$ cat src/rtl/run_pattern_pkg.sv
// Shared types and defaults for the run/gap serial pattern generator.
package run_pattern_pkg;

    localparam int unsigned CNT_W_DEFAULT = 4;

    typedef enum logic [1:0] {
        StIdle,
        StOnes,
        StGap,
        StDone
    } state_e;

endpackage

$ cat src/rtl/load_down_counter.sv
// Loadable down-counter; holds at zero, flags a terminal count of one.
module load_down_counter #(
    parameter int unsigned W = 4
) (
    input  logic         clk,
    input  logic         rst,
    input  logic         load,
    input  logic [W-1:0] load_val,
    input  logic         dec,
    output logic [W-1:0] cnt,
    output logic         is_one
);

    logic [W-1:0] cnt_q;

    // Count register: load wins over decrement; never wraps below zero.
    always_ff @(posedge clk or posedge rst) begin
        if (rst) begin
            cnt_q <= '0;
        end else if (load) begin
            cnt_q <= load_val;
        end else if (dec && (cnt_q != '0)) begin
            cnt_q <= cnt_q - W'(1);
        end
    end

    assign cnt    = cnt_q;
    assign is_one = (cnt_q == W'(1));

endmodule

$ cat src/rtl/run_pattern_gen.sv
// Serial pattern generator: bursts of run_len ones separated by gap_len zeros.
module run_pattern_gen
    import run_pattern_pkg::*;
#(
    parameter int unsigned CNT_W = CNT_W_DEFAULT
) (
    input  logic             clk,
    input  logic             rst,
    input  logic             start,
    input  logic             abort,
    input  logic [CNT_W-1:0] run_len,
    input  logic [CNT_W-1:0] gap_len,
    input  logic [CNT_W-1:0] bursts,
    output logic             x_out,
    output logic             busy,
    output logic             done,
    output logic             err
);

    state_e           state_q, state_d;
    logic [CNT_W-1:0] run_q, gap_q;
    logic             err_q, err_d;
    logic             latch;

    logic             run_ld, run_dec, run_is_one;
    logic [CNT_W-1:0] run_ld_val, run_cnt;
    logic             bur_ld, bur_dec, bur_is_one;
    logic [CNT_W-1:0] bur_ld_val, bur_cnt;
    logic             run_end, bur_last;

    // A zero count is treated as terminal too, so the FSM can never stall.
    assign run_end  = run_is_one || (run_cnt == '0);
    assign bur_last = bur_is_one || (bur_cnt == '0);

    // Next-state, counter control and error-pulse decode.
    always_comb begin
        state_d    = state_q;
        err_d      = 1'b0;
        latch      = 1'b0;
        run_ld     = 1'b0;
        run_ld_val = '0;
        run_dec    = 1'b0;
        bur_ld     = 1'b0;
        bur_ld_val = '0;
        bur_dec    = 1'b0;

        unique case (state_q)
            StIdle, StDone: begin
                state_d = StIdle;
                if (start) begin
                    if (run_len == '0) begin
                        err_d = 1'b1;
                    end else begin
                        state_d    = StOnes;
                        latch      = 1'b1;
                        run_ld     = 1'b1;
                        run_ld_val = run_len;
                        bur_ld     = 1'b1;
                        bur_ld_val = (bursts == '0) ? CNT_W'(1) : bursts;
                    end
                end
            end
            StOnes: begin
                if (run_end) begin
                    state_d    = StGap;
                    run_ld     = 1'b1;
                    // Minimum gap of one keeps consecutive bursts separate.
                    run_ld_val = (gap_q == '0) ? CNT_W'(1) : gap_q;
                end else begin
                    run_dec = 1'b1;
                end
            end
            StGap: begin
                if (run_end) begin
                    if (bur_last) begin
                        state_d = StDone;
                    end else begin
                        state_d    = StOnes;
                        bur_dec    = 1'b1;
                        run_ld     = 1'b1;
                        run_ld_val = run_q;
                    end
                end else begin
                    run_dec = 1'b1;
                end
            end
            default: state_d = StIdle;
        endcase

        // Abort overrides everything, including a start in the same cycle.
        if (abort) begin
            state_d = StIdle;
            err_d   = 1'b0;
            latch   = 1'b0;
            run_ld  = 1'b0;
            run_dec = 1'b0;
            bur_ld  = 1'b0;
            bur_dec = 1'b0;
        end
    end

    // State, error flag and latched pattern fields.
    always_ff @(posedge clk or posedge rst) begin
        if (rst) begin
            state_q <= StIdle;
            err_q   <= 1'b0;
            run_q   <= '0;
            gap_q   <= '0;
        end else begin
            state_q <= state_d;
            err_q   <= err_d;
            if (latch) begin
                run_q <= run_len;
                gap_q <= gap_len;
            end
        end
    end

    load_down_counter #(
        .W (CNT_W)
    ) u_run_cnt (
        .clk      (clk),
        .rst      (rst),
        .load     (run_ld),
        .load_val (run_ld_val),
        .dec      (run_dec),
        .cnt      (run_cnt),
        .is_one   (run_is_one)
    );

    load_down_counter #(
        .W (CNT_W)
    ) u_bur_cnt (
        .clk      (clk),
        .rst      (rst),
        .load     (bur_ld),
        .load_val (bur_ld_val),
        .dec      (bur_dec),
        .cnt      (bur_cnt),
        .is_one   (bur_is_one)
    );

    // Moore outputs decoded from registered state only.
    always_comb begin
        x_out = (state_q == StOnes);
        busy  = (state_q == StOnes) || (state_q == StGap);
        done  = (state_q == StDone);
        err   = err_q;
    end

endmodule

$ cat config.mk
export PLATFORM = sky130hd
export DESIGN_NAME = run_pattern_gen
export DESIGN_NICKNAME = d
export VERILOG_FILES = /design/src/rtl/run_pattern_pkg.sv /design/src/rtl/load_down_counter.sv /design/src/rtl/run_pattern_gen.sv
export SDC_FILE = /design/constraint.sdc
export NUM_CORES = 1
export LEC_CHECK = 0
export CAP_MARGIN = 20
export CORE_AREA = 3 3 54 56
export CTS_CLUSTER_SIZE = 10
export DETAILED_ROUTE_END_ITERATION = 7
export DIE_AREA = 0 0 57 59
export PLACE_DENSITY = 0.74
export SLEW_MARGIN = 20
export SYNTH_ARGS = -nofsm -noshare
export SYNTH_HDL_FRONTEND = slang
export SYNTH_SLANG_ARGS = --single-unit
$ cat constraint.sdc
create_clock -name clk -period 2.11 [get_ports clk]
set_input_delay 0.422 -clock clk [delete_from_list [all_inputs] [get_ports clk]]
set_output_delay 0.422 -clock clk [all_outputs]
set_load 0.005 [all_outputs]
==> results.sh <==
export IMPL_endpoint_kind="primary output"
export IMPL_ant_nets=0
export IMPL_start_kind="flip-flop"
export IMPL_p_int_mw=1.09
export IMPL_setup_viol=0
export IMPL_synth_xor_area_share_pct=2.79
export IMPL_totalWireLength_mm=2.91
export IMPL_cp_required_ns=1.69
export IMPL_syn_to_final_growth_pct=28.4
export IMPL_crit_type="flip-flop to primary output"
export IMPL_maxSlewHeadroom_pct=71.9
export IMPL_ys_warn_count=0
export IMPL_die_area_mm2=0.00336
export IMPL_reg2reg_to="u_run_cnt.cnt[1]"
export IMPL_ys_top_cells_by_area="dfrtp_1, ha_1, mux2_2"
export IMPL_hold_path_class="primary input to async pin"
export IMPL_dp_hpwl_mm=2.21
export IMPL_switching_share_pct=42.9
export IMPL_drtIter0Drc=38
export IMPL_finalMaxSlewViolations=0
export IMPL_gp_congestion=0.827
export IMPL_drtPass1Iterations=4
export IMPL_cts_max_path_buffers=2
export IMPL_clock_fmax_mhz=491
export IMPL_vias_per_cell=5.80
export IMPL_synth_top_area_share_pct=37.8
export IMPL_synth_simple_area_share_pct=17.2
export IMPL_muxShareOfSynthArea_pct=5.28
export IMPL_ir_drop_uv=734
export IMPL_start_util_pct=50.7
export IMPL_pin_count=20
export IMPL_vias=1119
export IMPL_final_min_clock_period_ns=2.04
export IMPL_syn_avg_cell_area_um2=9.66
export IMPL_period_share_pct=96.5
export IMPL_synth_seq_area_share_pct=37.8
export IMPL_report_final_hold_viol_count=0
export IMPL_track_usage_pct=18.6
export IMPL_n_antenna_cell=0
export IMPL_cts_max_level=1
export IMPL_reg2regPathDepth=7
export IMPL_synthCells=130
export IMPL_grt_max_degree=20
export IMPL_met1_usage_pct=22.2
export IMPL_rsz0062_at_grt="false"
export IMPL_grt_overflow=0
export IMPL_antenna_found_initial=0
export IMPL_grt_pass1_vias=1130
export IMPL_synth_top_family_by_area="compound AO/OA/AOI/OAI gates"
export IMPL_synth_seq_cells=19
export IMPL_drc=0
export IMPL_portBuffers=19
export IMPL_power_mw=1.92
export IMPL_drv_cap=0
export IMPL_placed_cells=186
export IMPL_r2r_start="u_run_cnt.cnt[1]"
export IMPL_cts_tree="yes"
export IMPL_synth_compound_area_share_pct=21.9
export IMPL_pre_cts_ws_ns=-0.0956
export IMPL_p_leak_nw=0.683
export IMPL_fin_util_pct=65.1
export IMPL_clk_pin_slew_ns=0.11
export IMPL_synth_largest_area_cell="dfrtp_1"
export IMPL_gr_usage_met3_pct=2.61
export IMPL_pwr_share_comb_pct=55.1
export IMPL_synthAdderAreaFrac_pct=8.96
export IMPL_rows=18
export IMPL_drive_gt1_share_pct=22.7
export IMPL_worstMarginPinSlew_ns=0.418
export IMPL_final_nets=189
export IMPL_clock_sinks=19
export IMPL_cts_root_buf="clkbuf_4"
export IMPL_final_cell_mix="dfrtp_1, clkdlybuf4s50_1, buf_4, inv_1, nor2_1"
export IMPL_power_density_mw_per_mm2=1190
export IMPL_timing_hold_ws_ns=0.432
export IMPL_p_clk_share_pct=9.9
export IMPL_synth_fp_nets=155
export IMPL_instances_no_fill=193
export IMPL_synthesis_area_mm2=0.00126
export IMPL_grt_pass1_wl_mm=4.84
export IMPL_cp_arrival_ns=1.61
export IMPL_finalClockSkew_ns=0.00290
export IMPL_coreArea_mm2=0.00248
export IMPL_ys_types=37
export IMPL_switchingPower_mw=0.823
export IMPL_fp_dieH_um=59
export IMPL_cts_made_buffers=3
export IMPL_use_met2_pct=34.1
export IMPL_path_max_fanout=4
export IMPL_rrSetupSlack_ns=0.14
export IMPL_status="finished clean"
export IMPL_die_w_um=57
export IMPL_grt_busiest_layer="met2"
export IMPL_setup_slack_ns=0.0733
export IMPL_clk_latency_ns=0.30
export IMPL_wl_per_cell_um=15.1
export IMPL_fillers=208
export IMPL_power_share_sequential_pct=35.1
routing by layer:
metal / vias up / routed length [µm]
li1: 541 / -
met1: 532 / 1200
met2: 39 / 1500
met3: 7 / 160
met4: 0 / 57
met5: - / 0
cell families (layout without fill, tap and decap cells):
kind of cell,count (synthesis),count (layout)
adder cells (fa/ha/maj),9,9
XOR/XNOR,4,4
multiplexers,6,6
AO/OA/AOI/OAI,36,36
AND/OR/NAND/NOR,41,41
flip-flops,19,19
buffers and inverters,15,48
cells in the mapped netlist, drive strengths merged:
| master | number |
|---|---|
| xnor2 | 2 |
| a22o | 4 |
| dfrtp | 19 |
| o211a | 1 |
| a22oi | 2 |
| nand4 | 3 |
| or4 | 2 |
| nand2 | 6 |
| o41ai | 1 |
| mux2 | 5 |
| buf | 3 |
| or3 | 1 |
| nor2 | 12 |
| a31oi | 2 |
| o31ai | 2 |
| o211ai | 5 |
| nand3 | 7 |
| or2 | 1 |
| xor2 | 2 |
| o21a | 3 |
| inv | 12 |
| a21oi | 8 |
| a221oi | 1 |
| ha | 9 |
| a211oi | 1 |
| nor3 | 9 |
| o22ai | 1 |
| mux2i | 1 |
| o21ai | 5 |
power groups by stage:
| stage | sequential [mW] | combinational [mW] | clock (mW) |
|---|---|---|---|
| after floorplan | 0.636 | 0.730 | 0 |
| final | 0.672 | 1.06 | 0.189 |
| after CTS | 0.667 | 0.994 | 0.199 |
| after global placement | 0.667 | 0.923 | 0 |
| after detailed placement | 0.680 | 0.955 | 0 |
| after global routing | 0.695 | 1.17 | 0.211 |
through the flow:
stage,area (µm²),setup TNS (ns)
4_1_cts,1580,-0.00831
3_3_place_gp,1530,-0.146
3_5_place_dp,1530,-0.431
2_1_floorplan,1260,0
6_report,1610,0
5_1_grt,1610,0
repair_timing:
| action | CTS | global route |
|---|---|---|
| setup endpoints to repair | 1 | 6 |
| gates cloned | 0 | 0 |
| hold buffers | 0 | 0 |
| buffers inserted | 3 | 0 |
| endpoints found under the hold margin | 0 | 0 |
| resized for setup | 1 | 5 |
how the worst max path moves through the flow:
stage,start,endpoint,cells past startpoint
finish,state_q[0],busy,4
global route,state_q[0],busy,4
CTS,state_q[0],busy,4
detailed placement,run_len[2],u_run_cnt.cnt[3],6
global placement,run_len[2],u_run_cnt.cnt[3],6
floorplan,state_q[0],u_run_cnt.cnt[3],6
critical path: stages (launching register included):
cell and delay, ns:
dfrtp_1 0.41, inv_1 0.10, ha_4 0.22, inv_2 0.08, clkdlybuf4s50_1 0.50
area by class of cell:
cell class              count  area, µm²  area share, %
repair buffers             32        288           17.8
inverters                  12       45.0           2.79
clock buffers               3       22.5           1.40
clock inverters             1       5.00          0.310
flip-flops and latches     19        475           29.5
multi-input cells          96        739           45.8
well taps                  30       37.5           2.33
registers in the layout (all words and copies together) (netlist names):
signal         flops
u_bur_cnt.cnt      4
u_run_cnt.cnt      4
gap_q              4
run_q              4
err                1
state_q            2
Power figures use the tool's default switching activity.
